## config.mk

```make
export PLATFORM = sky130hd
export DESIGN_NAME = instr_fetch_unit
export DESIGN_NICKNAME = d
export VERILOG_FILES = /design/src/rtl/instr_fetch_unit.sv
export SDC_FILE = /design/constraint.sdc
export NUM_CORES = 1
export LEC_CHECK = 0
export ABC_CLOCK_PERIOD_IN_PS = 3360
export BUFFER_PORTS_ARGS = -buffer_cell sky130_fd_sc_hd__buf_2
export CELL_PAD_IN_SITES_DETAIL_PLACEMENT = 1
export CELL_PAD_IN_SITES_GLOBAL_PLACEMENT = 1
export CORE_MARGIN = 2
export CORE_UTILIZATION = 44
export CTS_CLUSTER_DIAMETER = 80
export DETAILED_ROUTE_END_ITERATION = 8
export PLACE_DENSITY_LB_ADDON = 0.1
export SYNTH_ARGS = -nofsm -noshare
export SYNTH_HDL_FRONTEND = slang
export SYNTH_SLANG_ARGS = --single-unit
```

## constraint.sdc

```tcl
create_clock -name clk -period 3.36 [get_ports clk]
set_input_delay 0.336 -clock clk [delete_from_list [all_inputs] [get_ports clk]]
set_output_delay 0.336 -clock clk [all_outputs]
set_load 0.005 [all_outputs]
```

## src/rtl/instr_fetch_unit.sv

```systemverilog
// -----------------------------------------------------------------------------
// instr_fetch_unit
//
// Front-end fetch stage. Owns the program counter, issues word fetches to
// instruction memory, collects in-order responses into a 2-slot ring and hands
// {instruction, PC} pairs to decode. A redirect flushes the ring, arranges for
// still-outstanding responses to be discarded and restarts fetch at the new PC.
//
// Handshakes: every channel uses valid/ready. A transfer happens on a rising
// clock edge where both valid and ready are high. A valid source does not
// depend on its own ready, except imem_req_valid, which looks at inst_ready
// so that a slot freed by decode can be refilled in the same cycle. The
// memory response channel has no ready: responses are always taken.
//
// Ports:
//   clk, rst_n        clock, asynchronous active-low reset
//   imem_req_valid    fetch request valid            (out)
//   imem_req_ready    memory accepts the request     (in)
//   imem_req_addr     fetch address, equals the PC   (out)
//   imem_rsp_valid    in-order response valid        (in)
//   imem_rsp_data     instruction word               (in)
//   redirect_valid    single-cycle redirect strobe   (in)
//   redirect_pc       new PC, bits [1:0] ignored     (in)
//   inst_valid        head slot holds an instruction (out)
//   inst_ready        decode accepts the instruction (in)
//   inst_out          instruction word of head slot  (out)
//   inst_pc           PC of head slot                (out)
// -----------------------------------------------------------------------------
module instr_fetch_unit #(
  parameter int               XLEN     = 32,
  parameter logic [XLEN-1:0]  RESET_PC = '0
) (
  input  logic            clk,
  input  logic            rst_n,
  output logic            imem_req_valid,
  input  logic            imem_req_ready,
  output logic [XLEN-1:0] imem_req_addr,
  input  logic            imem_rsp_valid,
  input  logic [31:0]     imem_rsp_data,
  input  logic            redirect_valid,
  input  logic [XLEN-1:0] redirect_pc,
  output logic            inst_valid,
  input  logic            inst_ready,
  output logic [31:0]     inst_out,
  output logic [XLEN-1:0] inst_pc
);

  // Per-slot state.
  localparam logic [1:0] SLOT_EMPTY   = 2'd0;
  localparam logic [1:0] SLOT_PENDING = 2'd1;
  localparam logic [1:0] SLOT_FULL    = 2'd2;

  logic [XLEN-1:0] pc;
  logic [1:0]      slot_st   [2];
  logic [XLEN-1:0] slot_pc   [2];
  logic [31:0]     slot_data [2];
  logic            head;
  logic            tail;
  logic [1:0]      drop_cnt;   // responses still owed to pre-redirect requests

  logic [1:0]      pend_cnt;
  logic            head_fire;
  logic            tail_free;
  logic            req_fire;
  logic            rsp_slot;
  logic [2:0]      drop_redirect;

  // The two low bits of a redirect target are always forced to zero.
  logic unused_redirect_lsb;
  assign unused_redirect_lsb = ^redirect_pc[1:0];

  always_comb begin
    pend_cnt  = {1'b0, slot_st[0] == SLOT_PENDING} +
                {1'b0, slot_st[1] == SLOT_PENDING};

    inst_valid = (slot_st[head] == SLOT_FULL) && !redirect_valid;
    head_fire  = inst_valid && inst_ready;

    // The tail slot can be reused in the cycle the head drains it.
    tail_free  = (slot_st[tail] == SLOT_EMPTY) || ((tail == head) && head_fire);

    // Outstanding requests (live or to-be-dropped) never exceed two.
    imem_req_valid = rst_n && tail_free && !redirect_valid &&
                     (({1'b0, pend_cnt} + {1'b0, drop_cnt}) < 3'd2);
    req_fire       = imem_req_valid && imem_req_ready;

    // Responses arrive in order, so they fill the oldest PENDING slot:
    // the head if it is pending, otherwise the slot after it.
    rsp_slot = (slot_st[head] == SLOT_PENDING) ? head : ~head;

    // On redirect every PENDING slot becomes a response to drop, less the
    // one arriving right now which is discarded on the spot.
    drop_redirect = {1'b0, drop_cnt} + {1'b0, pend_cnt} - {2'b00, imem_rsp_valid};

    imem_req_addr = pc;
    inst_out      = slot_data[head];
    inst_pc       = slot_pc[head];
  end

  always_ff @(posedge clk or negedge rst_n) begin
    if (!rst_n) begin
      pc       <= RESET_PC;
      head     <= 1'b0;
      tail     <= 1'b0;
      drop_cnt <= 2'd0;
      for (int i = 0; i < 2; i++) begin
        slot_st[i]   <= SLOT_EMPTY;
        slot_pc[i]   <= '0;
        slot_data[i] <= '0;
      end
    end else if (redirect_valid) begin
      pc       <= {redirect_pc[XLEN-1:2], 2'b00};
      head     <= 1'b0;
      tail     <= 1'b0;
      drop_cnt <= drop_redirect[1:0];
      for (int i = 0; i < 2; i++) begin
        slot_st[i] <= SLOT_EMPTY;
      end
    end else begin
      if (imem_rsp_valid) begin
        if (drop_cnt != 2'd0) begin
          drop_cnt <= drop_cnt - 2'd1;
        end else begin
          slot_st[rsp_slot]   <= SLOT_FULL;
          slot_data[rsp_slot] <= imem_rsp_data;
        end
      end
      if (head_fire) begin
        slot_st[head] <= SLOT_EMPTY;
        head          <= ~head;
      end
      // Placed after the head update so a same-cycle reuse of the head
      // slot ends up PENDING rather than EMPTY.
      if (req_fire) begin
        slot_st[tail] <= SLOT_PENDING;
        slot_pc[tail] <= pc;
        tail          <= ~tail;
        pc            <= pc + XLEN'(4);
      end
    end
  end

endmodule

```

### Word-level counts from Yosys, hierarchy flattened

Cells that the tools add are included.

| operators by class | value |
|---|---|
| $add $sub $neg | 5 |
| magnitude comparators | 7 |
| equality and inequality tests | 5 |
| muxes and demuxes | 41 |
| bitwise logic cells | 15 |
| reductions and logical operators | 21 |

Operator list:

| kind | number |
|---|---|
| two-way mux 32 bit | 10 |
| bitwise mux 64 bit | 2 |
| demux 32 bit (select 1 bit) | 2 |
| adder 32 x 3 -> 32 bit, second input constant | 1 |
| two-way mux 4 bit | 7 |
| two-way mux 2 bit | 12 |
| logical AND 1 bit | 10 |
| nonzero test 2 bit | 5 |
| demux 2 bit (select 1 bit) | 3 |
| == test 2 x 1 -> 1 bit, second input constant | 3 |
| greater-or-equal comparator 2 bit, second input constant | 3 |
| < comparator 2 x 1 -> 1 bit, second input constant | 3 |
| NOT 1 -> 2 bit | 3 |
| two-way mux 1 bit | 5 |
| AND 2 bit | 2 |
| AND 4 bit | 1 |
| NOT 1 bit | 4 |
| NOT 2 bit | 2 |
| NOT 4 bit | 1 |
| bitwise OR 2 bit | 2 |
| AND reduction 2 bit | 2 |
| adder 2 x 2 -> 3 bit | 1 |
| < comparator 3 x 2 -> 1 bit, second input constant | 1 |
| AND reduction 3 bit | 1 |
| 8 further kinds | 8 |

| storage, ports and cells | value |
|---|---|
| register bits after elaboration | 168 |
| input port bits | 70 |

### Depth between registers and ports, before layout

| logic depth | value |
|---|---|
| word-level depth | 22 |
| depth in mapped cells | 10 |
| mapped depth without buffers | 9 |

### Worst setup path after synthesis

Ideal clock, no wire load.

| path | value |
|---|---|
| path type | reg2reg |
| from | reg slot_st[2] (netlist name) |
| to | reg pc[29], in the netlist imem_req_addr[29] |
| setup time | 82 ps |
| arrival time | 2,491 ps |
| setup slack | 787 ps |
| stages on the path, launching flop included | 11 |
| path through | dfrtp_1 nor2b_1 fa_1 inv_1 ha_1 and3_1 clkbuf_1 o21ai_1 clkbuf_1 or4_1 a31oi_1 |

| on the way | value |
|---|---|
| longest elaborated chain between the ends | 13 |
| elaborated cells between the ends (all ways) | 21 |
| classes of those cells | add/sub (2); order compare (1); eq/ne (2); mux (6); reduce/logical (10) |

RTL lines:

| element | RTL line | source |
|---|---|---|
| from (decl) | 54 | `logic [1:0] slot_st [2];` |
| from (signal, indexed assignment) | 107 | `slot_st[i] <= SLOT_EMPTY;` |
| from (signal, indexed assignment) | 117 | `slot_st[i] <= SLOT_EMPTY;` |
| from (signal, indexed assignment) | 124 | `slot_st[rsp_slot] <= SLOT_FULL;` |
| branches (longest 10 deep; another with adder 2 x 2 -> 3 bit) | n/a |  |
| logical AND 1 bit (*) | 83 | `imem_req_valid = rst_n && tail_free && !redirect_valid &&` |
| logical AND 1 bit (*) | 85 | `req_fire = imem_req_valid && imem_req_ready;` |
| nonzero test 2 bit (no source line) (*) | n/a |  |
| to (signal assigned) | 112 | `pc <= {redirect_pc[XLEN-1:2], 2'b00};` |
| to (signal assigned) | 138 | `pc <= pc + XLEN'(4);` |
| to (decl) | 53 | `logic [XLEN-1:0] pc;` |

Every way passes the cells marked *. The select of a mux whose other input is x is not followed.
A chain may end at the register's enable or synchronous reset.

### Worst setup path after layout

| path | value |
|---|---|
| from | reg slot_st[2] (netlist name) |
| to | reg pc[7], in the netlist imem_req_addr[7] |

Same word-level chain as after synthesis.

==> flow_summary.yaml <==
global_routing:
  grt_max_degree: 70
  grt_pass1_wl_um: 31600
  antenna_found_initial: 1
  grt.total_usage_pct: 21.9
  grt_overflow_total: 0
  first_global_vias: 5972
logic_synthesis:
  synth_area_sq_mm: 0.00778
  synthSimpleGateAreaFrac_pct: 6.79
  synth.yosys.warnings: 0
  synth_xor_area_share_pct: 3.15
  synth_edf_count: 0
  syn_avg_cell_area_sq_um: 12.8
  synthTopCellsByArea: "dfrtp_1 52%, mux2_2 27%, xnor2_1 2.7%"
  yosys_most_used_dff: "dfrtp_1"
  muxShareOfSynthArea_pct: 27.3
  ys_seq_area_share_pct: 52.1
  synth_area_leader_cell: "dfrtp_1"
  syn_inst: 609
  ys_ff_latch: 162
  synth_top_family_by_area: "multiplexers"
  synth_fa_ha_area_share_pct: 0.900
  synth_cell_types: 49
  synth_compound_area_share_pct: 6.66
  synth_top_area_share_pct: 52.1
  async_flop_share_pct: 100
power_and_ir_drop:
  clockPowerShare_pct: 27.8
  p_switching_uw: 1880
  intPower_uw: 4610
  vdd_drop_max_mv: 0.390
  swShare_pct: 29.0
  power.density_mw_per_mm2: 694
  combPwrFrac_pct: 26.7
  p_leak_uw: 0.00436
  p_seq_share_pct: 45.5
detailed_routing:
  vias: 5428
  drt-wirelength-per-cell_um: 19.5
  finalWirelength_um: 19600
  viasPerCell: 5.42
  drc: 0
  drtIter0Drc: 174
  first_pass_iters: 4
  postRouteAntennaNets: 0
timing:
  setup_viol: 0
  fin_ws_ns: 0.429
  maxSlewViolCount: 0
  max_freq_ghz: 0.341
  period_share_pct: 87.2
  max_slew_margin_pct: 29.1
  setup-tns-final_ns: 0
  finClkSkew_ns: 0.0101
  period_minus_slack_ns: 2.93
  worstMarginPinSlew_ns: 1.06
  hold_viol: 0
  rsz0062_at_grt: "false"
cts:
  cts.reportedPaths.clkPinSlew_ns: 0.06
  postCtsSetupBuffers: 0
  root_buffer: "clkbuf_16"
  cts_tree: "built"
  worstSkewPairLatency_ns: 0.42
  clk_path_buf_depth: 2
  numCtsBuffers: 17
  clock-sinks: 162
  cts_resized: 0
  ctsHtreeMaxLevel: 4
worst_setup_path:
  regToRegSetupSlack_ns: 0.43
  cp_max_fo: 11
  critPathKind: "flop to flop"
  startpoint_type: "flop"
  cp_data_required_time_ns: 3.69
  crit_arrival_ns: 3.26
  critPathCaptureType: "flop"
layout:
  nets: 839
  final_cell_mix: "187 x mux2_2, 161 x dfrtp_1, 160 x buf_2"
  final_common_cell: "mux2_2"
  drive_gt1_share_pct: 52.1
  syn2layout_area_growth_pct: 20.4
  nFillCells: 1811
  antennaDiodeCount: 0
floorplanning:
  io_pins: 168
  core_area_sq_mm: 0.0173
  die_h_um: 137
  num_rows: 48
  chipWidth_um: 137
  start_util_pct: 45.0
  dieArea_sq_mm: 0.0188
placement:
  io_buffers: 161
  gp_congestion: 0.762
  pre_cts_ws_ns: 0.468
  hpwlAfterDp_um: 13500
hold_path:
  hp-class: "input pin to flop"
status:
  outcome: "finished, final reports clean"
flow_run:
  max_cap_violations: 0
power groups by stage:
stage               Sequential, uW  Combinational, uW  Clock [uW]
floorplan                     2850               1170           0
global placement              2910               1670           0
detailed placement            2990               1760           0
CTS                           2960               1770        1860
global route                  3050               1930        1940
finish                        2960               1730        1800
stage by stage:
stage | utilization, % | power, uW | instances | hold WS (ns) | area, sq um
global placement | 50.9 | 4580 | 969 | 0.237 | 8810
detailed placement | 50.9 | 4740 | 969 | 0.239 | 8810
CTS | 54.1 | 6590 | 1002 | 0.102 | 9370
floorplan | - | 4020 | 612 | 0.0404 | 7790
finish | 54.1 | 6500 | 1002 | 0.119 | 9370
global route | 54.1 | 6910 | 1002 | 0.121 | 9370
final timing paths:
path                                      start                end  cells after the start
max in group asynchronous                 rst_n               head                      4
worst max-delay path                 slot_st[2]   imem_req_addr[7]                      8
min in group asynchronous                 rst_n        slot_pc[63]                      2
worst min register to register    slot_data[40]      slot_data[40]                      1
worst min-delay path            redirect_pc[19]  imem_req_addr[19]                      3
worst max register to register       slot_st[2]   imem_req_addr[7]                      8
cells by family after synthesis:
group,count (synthesis)
adder cells (fa/ha/maj),5
multiplexers,189
buffers and inverters,54
other,1
flip-flops,162
XOR/XNOR,28
AND/OR/NAND/NOR,99
AO/OA/AOI/OAI,71
Yosys cell counts, types with 4 or more instances:
library cell and number:
o21ai_1 11, clkbuf_1 21, nand4_1 6, and4_1 4
a211oi_1 12, buf_4 4, a2111oi_2 8, a21oi_1 6
nand2_1 39, inv_1 14, o21ai_0 17, a31oi_1 4
xor2_1 4, buf_2 14, nand3_1 12, xnor2_1 24
mux2_2 187, ha_1 4, dfrtp_1 162, nor2_1 13
per-layer routing:
metal | GRT usage (%) | share of wire [%] | vias to the layer above
li1 | - | - | 2492
met1 | 27.2 | 43 | 2808
met2 | 37.9 | 51 | 108
met3 | 4.44 | 4.3 | 18
met4 | 7.45 | 1.4 | 2
met5 | 0 | 0.061 | -
sequential cells by signal, indices dropped and copies added (netlist names):
name           count
tail               1
drop_cnt           2
imem_req_addr     30
slot_pc           60
head               1
slot_st            4
slot_data         64
critical path, stage by stage (launching register included):
cell and delay (ns):
dfrtp_1 0.43, nor2b_1 0.19, fa_1 0.41, inv_1 0.08
ha_1 0.23, and3_1 0.34, o21ai_1 0.38, or4_1 0.60
a31oi_1 0.21
cell type report:
cell class                 instances  area (sq um)  area share, %
sequential                       162          4060           43.3
multi-input combinational        396          3520           37.6
timing repair buffer             173           905           9.66
clock buffer                      20           437           4.66
tap                              225           282           3.01
clock inverter                    12           110           1.18
inverter                          14          52.6          0.561
timing repair:
action	CTS	global route
hold buffers	1	0
endpoints found under the setup margin	0	0
endpoints found under the hold margin	27	0
(Power assumes the default switching activity.)
